[src/rtl/lpc_reconstructor_if.sv]
// Handshake and data bus between the residual decoder, the LPC reconstructor
// and the PCM output buffer.
interface lpc_reconstructor_if;
  logic        iLoad;
  logic [3:0]  iM;
  logic [11:0] iCoeff;
  logic        iStart;
  logic [3:0]  iOrder;
  logic [3:0]  iShift;
  logic [15:0] iBlockSize;
  logic        iValid;
  logic [15:0] iResidual;
  logic        oReady;
  logic [15:0] oSample;
  logic        oValid;
  logic        oDone;

  modport master (
    output iLoad, iM, iCoeff, iStart, iOrder, iShift, iBlockSize, iValid, iResidual,
    input  oReady, oSample, oValid, oDone
  );

  modport slave (
    input  iLoad, iM, iCoeff, iStart, iOrder, iShift, iBlockSize, iValid, iResidual,
    output oReady, oSample, oValid, oDone
  );
endinterface

[src/rtl/lpc_reconstructor.sv]
// FLAC LPC sample reconstruction: warm-up passthrough, then a serial MAC over
// the predictor order per residual, x[n] = r[n] + (sum c[k]*x[n-k] >>> shift).
module lpc_reconstructor (
  input logic               iClock,
  input logic               iReset,
  lpc_reconstructor_if.slave bus
);
  typedef enum logic [2:0] {IDLE, WARMUP, WAIT, MAC, SUM} state_t;

  state_t             state;
  logic [12:1][11:0]  coeff;
  logic [12:1][15:0]  hist;
  logic signed [31:0] acc;
  logic [3:0]         idx;
  logic [3:0]         order_r;
  logic [3:0]         shift_r;
  logic [15:0]        size_r;
  logic [15:0]        out_count;
  logic [15:0]        res_r;

  logic               accept;
  logic [15:0]        count_nx;
  logic signed [27:0] prod;
  logic [15:0]        pred;
  logic [15:0]        sample;

  assign accept   = bus.iValid & bus.oReady;
  assign count_nx = out_count + 16'd1;
  assign prod     = 28'($signed(coeff[idx])) * 28'($signed(hist[idx]));
  // Only the low 16 bits survive, so the prediction is truncated before the add.
  assign pred     = 16'(acc >>> shift_r);
  assign sample   = res_r + pred;

  always_ff @(posedge iClock) begin
    if (iReset) begin
      state       <= IDLE;
      coeff       <= '0;
      hist        <= '0;
      acc         <= '0;
      idx         <= '0;
      order_r     <= '0;
      shift_r     <= '0;
      size_r      <= '0;
      out_count   <= '0;
      res_r       <= '0;
      bus.oSample <= '0;
      bus.oValid  <= 1'b0;
      bus.oReady  <= 1'b0;
      bus.oDone   <= 1'b0;
    end else begin
      bus.oValid <= 1'b0;
      case (state)
        IDLE: begin
          if (bus.iLoad && bus.iM >= 4'd1 && bus.iM <= 4'd12)
            coeff[bus.iM] <= bus.iCoeff;
          if (bus.iStart && bus.iOrder >= 4'd1 && bus.iOrder <= 4'd12 &&
              bus.iBlockSize != 16'd0) begin
            order_r    <= bus.iOrder;
            shift_r    <= bus.iShift;
            size_r     <= bus.iBlockSize;
            hist       <= '0;
            out_count  <= '0;
            bus.oDone  <= 1'b0;
            bus.oReady <= 1'b1;
            state      <= WARMUP;
          end
        end
        WARMUP: if (accept) begin
          bus.oSample <= bus.iResidual;
          bus.oValid  <= 1'b1;
          hist        <= {hist[11:1], bus.iResidual};
          out_count   <= count_nx;
          // A block shorter than the order ends inside the warm-up phase.
          if (count_nx == size_r) begin
            bus.oReady <= 1'b0;
            bus.oDone  <= 1'b1;
            state      <= IDLE;
          end else if (count_nx == {12'd0, order_r}) begin
            state <= WAIT;
          end
        end
        WAIT: if (accept) begin
          res_r      <= bus.iResidual;
          acc        <= '0;
          idx        <= 4'd1;
          bus.oReady <= 1'b0;
          state      <= MAC;
        end
        MAC: begin
          acc <= acc + 32'(prod);
          idx <= idx + 4'd1;
          if (idx == order_r) state <= SUM;
        end
        SUM: begin
          bus.oSample <= sample;
          bus.oValid  <= 1'b1;
          hist        <= {hist[11:1], sample};
          out_count   <= count_nx;
          if (count_nx == size_r) begin
            bus.oDone <= 1'b1;
            state     <= IDLE;
          end else begin
            bus.oReady <= 1'b1;
            state      <= WAIT;
          end
        end
        default: state <= IDLE;
      endcase
    end
  end
endmodule

[src/flat_wrapper.sv]
// flat-port wrapper written by rule: the top's interface ports become plain ports
module lpc_reconstructor_flat 
  (iClock, iReset, bus_iLoad, bus_iM, bus_iCoeff, bus_iStart, bus_iOrder, bus_iShift, bus_iBlockSize, bus_iValid, bus_iResidual, bus_oReady, bus_oSample, bus_oValid, bus_oDone);
  lpc_reconstructor_if bus_i ();
  input logic iClock;
  input logic iReset;
  input wire logic [$bits(bus_i.iLoad)-1:0] bus_iLoad;
  input wire logic [$bits(bus_i.iM)-1:0] bus_iM;
  input wire logic [$bits(bus_i.iCoeff)-1:0] bus_iCoeff;
  input wire logic [$bits(bus_i.iStart)-1:0] bus_iStart;
  input wire logic [$bits(bus_i.iOrder)-1:0] bus_iOrder;
  input wire logic [$bits(bus_i.iShift)-1:0] bus_iShift;
  input wire logic [$bits(bus_i.iBlockSize)-1:0] bus_iBlockSize;
  input wire logic [$bits(bus_i.iValid)-1:0] bus_iValid;
  input wire logic [$bits(bus_i.iResidual)-1:0] bus_iResidual;
  output wire logic [$bits(bus_i.oReady)-1:0] bus_oReady;
  output wire logic [$bits(bus_i.oSample)-1:0] bus_oSample;
  output wire logic [$bits(bus_i.oValid)-1:0] bus_oValid;
  output wire logic [$bits(bus_i.oDone)-1:0] bus_oDone;
  assign bus_i.iLoad = bus_iLoad;
  assign bus_i.iM = bus_iM;
  assign bus_i.iCoeff = bus_iCoeff;
  assign bus_i.iStart = bus_iStart;
  assign bus_i.iOrder = bus_iOrder;
  assign bus_i.iShift = bus_iShift;
  assign bus_i.iBlockSize = bus_iBlockSize;
  assign bus_i.iValid = bus_iValid;
  assign bus_i.iResidual = bus_iResidual;
  assign bus_oReady = bus_i.oReady;
  assign bus_oSample = bus_i.oSample;
  assign bus_oValid = bus_i.oValid;
  assign bus_oDone = bus_i.oDone;
  lpc_reconstructor u_core (.iClock(iClock), .iReset(iReset), .bus(bus_i));
endmodule
[config.mk]
export PLATFORM = sky130hd
export DESIGN_NAME = lpc_reconstructor_flat
export DESIGN_NICKNAME = d
export VERILOG_FILES = /design/src/rtl/lpc_reconstructor_if.sv /design/src/rtl/lpc_reconstructor.sv /design/src/flat_wrapper.sv
export SDC_FILE = /design/constraint.sdc
export NUM_CORES = 2
export LEC_CHECK = 0
export CELL_PAD_IN_SITES_DETAIL_PLACEMENT = 1
export CELL_PAD_IN_SITES_GLOBAL_PLACEMENT = 1
export CORE_UTILIZATION = 40
export CTS_BUF_LIST = sky130_fd_sc_hd__clkbuf_4 sky130_fd_sc_hd__clkbuf_8
export CTS_CLUSTER_SIZE = 40
export DETAILED_ROUTE_END_ITERATION = 10
export HOLD_SLACK_MARGIN = 0.12
export PLACE_DENSITY = 0.72
export SLEW_MARGIN = 20
export SYNTH_ARGS = -nofsm -noshare
export SYNTH_HDL_FRONTEND = slang
export SYNTH_SLANG_ARGS = --single-unit
[constraint.sdc]
create_clock -name iClock -period 12.1 [get_ports iClock]
set_input_delay 3.025 -clock iClock [delete_from_list [all_inputs] [get_ports iClock]]
set_output_delay 3.025 -clock iClock [all_outputs]
set_load 0.02 [all_outputs]
## Yosys cells after proc, flatten, opt, wreduce, memory -nomap -nowiden

Index checks and enable logic that the tools add are counted.

- Bitwise logic cells: 1
- $mul: 1
- Reductions and logical operators: 20
- Add/subtract/negate cells: 4
- Shifts and indexed selects: 1
- Eq/ne operators: 14
- Order comparisons: 7
- Mux-type cells: 39

Operators with widths:

| operator | number |
|---|---|
| $pmux W192 S3 | 1 |
| $mux W192 | 2 |
| $bwmux W144 | 1 |
| $bmux W16 S4 | 1 |
| $mux W16 | 4 |
| $pmux W32 S2 | 1 |
| $bmux W12 S4 | 1 |
| $demux W12 S4 | 1 |
| $pmux W16 S3 | 1 |
| $add A32 B28 Y32 | 1 |
| $mux W32 | 1 |
| $pmux W16 S2 | 1 |
| $sshr A32 B4 Y16 | 1 |
| $mul A12 B16 Y28 | 1 |
| $mux W12 | 2 |
| $mux W3 | 6 |
| $add A16 B1 Y16 const B | 1 |
| $add A16 B16 Y16 | 1 |
| $eq A16 B16 Y1 | 1 |
| $eq A16 B4 Y1 | 1 |
| $reduce_bool A16 Y1 | 1 |
| $pmux W3 S5 | 1 |
| $ge A4 B1 Y1 const B | 3 |
| $lt A4 B5 Y1 const B | 2 |
| other kinds (26) | 50 |

- Input port bits: 61
- Logic and storage cells: 123
- Output and inout bits: 19
- Register bits: 450

## Depth between registers and ports, before layout

- Depth in word-level cells: 6
- Gate-level depth with buffers: 33
- Gate-level depth less buffers: 29

## Worst setup path after synthesis

Ideal clock, no wire load.

- Path kind: flip-flop to flip-flop
- From: register u_core.idx[0]
- To: register u_core.acc[29]
- Stages on the path, launching flop included: 28
- Arrival: 7.755 ns
- Period minus slack after synthesis: 7.871 ns
- Required time: 11.983 ns
- Setup slack: 4.229 ns
- Library setup time: 0.117 ns
- Path buffers: 3
- Cell sequence: dfxtp_1 > buf_2 > buf_2 > buf_2 > mux4_2 > a21oi_1 > nor2_1 > a211oi_1 > nor2_1 > fa_1 > inv_1 > fa_1 > inv_1 > fa_1 > fa_1 > fa_1 > fa_1 > ha_1 > and2_1 > a221oi_1 > nand2b_1 > a311o_1 > a31oi_1 > o31a_1 > o21a_1 > o31ai_1 > xor2_1 > a22o_1

- Word-level cells in the longest chain between the ends: 5
- Elaborated cells on any way between the ends: 7
- Those cells by class: add/sub (1); mul (1); mux (5)

RTL lines:

| element | line | RTL |
|---|---|---|
| from (decl) | lpc_reconstructor.sv:14 | `logic [3:0] idx;` |
| from (signal assigned) | lpc_reconstructor.sv:91 | `idx <= idx + 4'd1;` |
| $bmux W12 S4 or $bmux W16 S4 (tied branches) | lpc_reconstructor.sv:29 | `assign prod = 28'($signed(coeff[idx])) * 28'($signed(hist[idx]));` |
| $mux W12 (implied by the code) or $mux W16 (tied branches) | lpc_reconstructor.sv:29 |  |
| $mul A12 B16 Y28 (*) | lpc_reconstructor.sv:29 |  |
| $add A32 B28 Y32 (*) | lpc_reconstructor.sv:90 | `acc <= acc + 32'(prod);` |
| $pmux W32 S2 (*) | lpc_reconstructor.sv:52 | `case (state)` |
| to (signal assigned) | lpc_reconstructor.sv:90 |  |
| to (decl) | lpc_reconstructor.sv:13 | `logic signed [31:0] acc;` |

Every way passes the cells marked *; elsewhere a longest branch is shown, timed or not. The select of a mux whose other input is x is not followed.
A chain may end at the register's enable or synchronous reset.

## Final worst setup path

- From: register u_core.idx[1]
- To: register u_core.acc[29]

The elaborated chain is that of the path after synthesis.

==> out/summary.txt <==
Total global routing track utilization = 23.4%
Number of standard-cell rows in the floorplan = 99
Critical path's largest stage delay = 0.84 ns
Data required time at the worst endpoint = 12.66 ns
Adder-Cell Fraction of Synth Area = 19.1%
Proportion of layout cells with a drive suffix above 1 = 9.40%
Nets@finish = 3732
Share of Yosys cell area claimed by the top area cell type = 30.5%
Reg clk slew, reported paths = 0.06 ns
VDD IR-drop max = 0.118 mV
Cell family with the largest share of critical-path delay = adder cells
Main area contributors after synthesis = dfxtp_1, fa_1, a21oi_1
Critical Path Sink Type = register
Number of endpoints with negative hold slack in the final report = 0
Largest family of logic cells by synthesized area = adder cells
Max Root-Sink Buffers = 3
Height of the die = 273 um
Detailed-route vias per instance = 5.45
Number of buffer cells added on primary ports = 79
Number of cells after detailed placement = 4225
Worst skew pair latency = 0.70 ns
Iteration-0 DRC count of the detailed router = 1606
Count of TritonRoute iterations in the first routing pass = 4
Portion of the post-synthesis area used by sequential elements = 30.5%
Sum of overflow across all layers after global routing = 0
Hold buffer count at cts = 0
Final Slew Violations = 0
Number of post-CTS setup repair buffers = 0
Buf+Inv Stages, Crit Path = 2
CP most frequent cell = fa_1
Ratio of total power to cell area = 111 nW/um^2
Post-synth net total = 3770
Num Clock Sinks = 449
Synth Warn # = 0
Count of unresolved DRC violations after routing = 0
Total via count after detailed routing = 23800
Initial standard-cell utilization of the core = 40.4%
Synthesized flop and latch total = 449
Crit path max fanout = 46
Final cycle utilization of the critical path = 73.3%
Unrepaired setup endpoints after global routing = no
Top cell type by total area after synthesis = dfxtp_1
Post-synthesis instance area = 29400 um^2
Area fraction in and, or, nand and nor cells after synthesis = 17.7%
Number of antenna violations at the first check in global routing = 0
First-pass GRT wire length = 140000 um
CP Launch Type = register
Slew Limit Headroom = 27.1%
Largest net degree at the start of global routing = 200
Final Critical Period = 8.87 ns
EDFF count, synth = 0
Number of distinct library cell variants in the gate-level netlist after synthesis = 60
Worst slew pin tran = 1.09 ns
Worst Clk Skew = 0.0612 ns
Post-synthesis area per instance = 8.68 um^2
Final Total Pwr = 0.00364 W
Post-synthesis async set-or-reset flop share = 0%
Setup violators final = 0
Post-detailed-route count of antenna-violating nets = 0
Max Freq = 113 MHz
Post-detail-place hpwl = 60000 um
Wire length reported by the detailed router = 86400 um
Critical path class = register to register
Total CTS buffers = 85
Compound-cell area share of the yosys netlist = 11.8%
Post-route setup TNS = 0 ns
CTS tree = built
Portion of netlist area occupied by mux cells = 12.4%
Total cell area at the placement stage = 30900 um^2
Leading register cell type out of synthesis = dfxtp_1
Commonest non-fill, non-tap cells in the layout = dfxtp_1, nand2_1, nor2_1
Post-route standard cell area excluding fillers = 32800 um^2
Data arrival time of the critical path = 9.43 ns
Worst setup slack after layout = 3.23 ns
Width of the die = 273 um
Count of instances resized after the clock tree is built = 0
Count of placed standard cells in the final layout, fillers left out = 4374
Register-to-Register Setup Slack = 3.23 ns
Max-cap violations = 0
Average routed wire per standard cell = 19.8 um
Final Wtd Congestion = 0.864
Static Leakage = 13.7 nW
Path category of the worst min-delay check = register to register
Number of global-route vias before repair = 25400
Fraction of synthesized cell area in xor and xnor cells = 2.20%
N_diodes = 0
CTS H-Tree Depth = 3
Most common cell after layout, fill and taps aside = dfxtp_1
Number of standard cells after synthesis = 3391
Floorplan die area = 74700 um^2
IO Count = 80
Outcome = completed
Core outline area = 72800 um^2
P&R area growth vs syn = 11.4%
CTS root buf = clkbuf_8
Pre-CTS setup slack = 3.20 ns
Standard cell with the maximum stage delay on the critical path = dfxtp_4
==> cell type report <==
class / instances / area, um^2
Clock buffer: 130 / 1620
Clock inverter: 19 / 231
Fill cell: 8484 / 40100
Inverter: 235 / 882
Multi-Input combinational cell: 2455 / 18700
Sequential cell: 449 / 9000
Tap cell: 959 / 1200
Timing Repair Buffer: 127 / 1170
==> through the flow <==
stage          hold slack, ns  utilization (%)
2_1_floorplan           0.432                -
3_3_place_gp            0.441             42.5
3_5_place_dp            0.446             42.5
4_1_cts                 0.454             45.0
5_1_grt                 0.475             45.0
6_report                0.453             45.0
==> sequential cells by signal, summed over array words and instances, names as in the netlist <==
signal              count
u_core.res_r           16
u_core.size_r          16
u_core.bus.oReady       1
u_core.idx              4
u_core.hist           192
u_core.bus.oValid       1
u_core.bus.oSample     16
u_core.order_r          4
u_core.out_count       16
u_core.state            3
u_core.acc             31
u_core.coeff          144
u_core.bus.oDone        1
u_core.shift_r          4
==> worst paths after layout <==
| check | from | endpoint | depth (start not counted) |
|---|---|---|---|
| setup / recovery | u_core.idx[1]$_SDFFE_PP0P_ | u_core.acc[29]$_SDFFE_PP0P_ | 25 |
| hold / removal | u_core.hist[181]$_SDFFE_PP0P_ | u_core.hist[181]$_SDFFE_PP0P_ | 2 |
| setup reg to reg | u_core.idx[1]$_SDFFE_PP0P_ | u_core.acc[29]$_SDFFE_PP0P_ | 25 |
| hold reg to reg | u_core.hist[181]$_SDFFE_PP0P_ | u_core.hist[181]$_SDFFE_PP0P_ | 2 |
==> cells in the mapped netlist (all sizes together), types with 10 or more instances <==
cell / instances
a21oi: 358
a21o: 21
nand3: 205
a22oi: 47
mux2i: 178
o21ai: 70
inv: 235
nand4: 10
mux2: 29
ha: 98
xor2: 27
nor2b: 82
clkbuf: 198
buf: 54
nor3: 23
fa: 220
mux4: 68
a22o: 12
nand2: 432
nor2: 370
xnor2: 47
and2: 13
a211oi: 19
nand2b: 18
dfxtp: 449
==> cell families (layout without fill, tap and decap cells) <==
group / Yosys count / in the layout
adder cells (fa/ha/maj): 318 / 318
AND/OR/NAND/NOR: 1191 / 1191
AO/OA/AOI/OAI: 597 / 597
flip-flops: 449 / 449
XOR/XNOR: 74 / 74
buffers and inverters: 487 / 511
multiplexers: 275 / 275
==> layer usage <==
layer | track usage, % | vias to the layer above | routed length (um)
met5 | 0 | - | 0
met4 | 6.32 | 0 | 1860
met3 | 2.80 | 108 | 2550
met2 | 39.4 | 348 | 41100
met1 | 31.6 | 12000 | 40900
li1 | - | 11300 | -
==> power by group <==
part / internal (W) / switching, W / total (W) / leakage (nW)
combinational: 0.000138 / 0.000331 / 0.000469 / 9.05
clock: 0.000910 / 0.000708 / 0.00162 / 0.979
sequential: 0.00151 / 0.0000471 / 0.00156 / 3.63
==> worst min-delay path: stages, from the launching register on <==
cell	delay [ns]
dfxtp_1	0.31
nand2_1	0.05
a21oi_1	0.05
No activity file was read; power rests on OpenSTA's default activity.
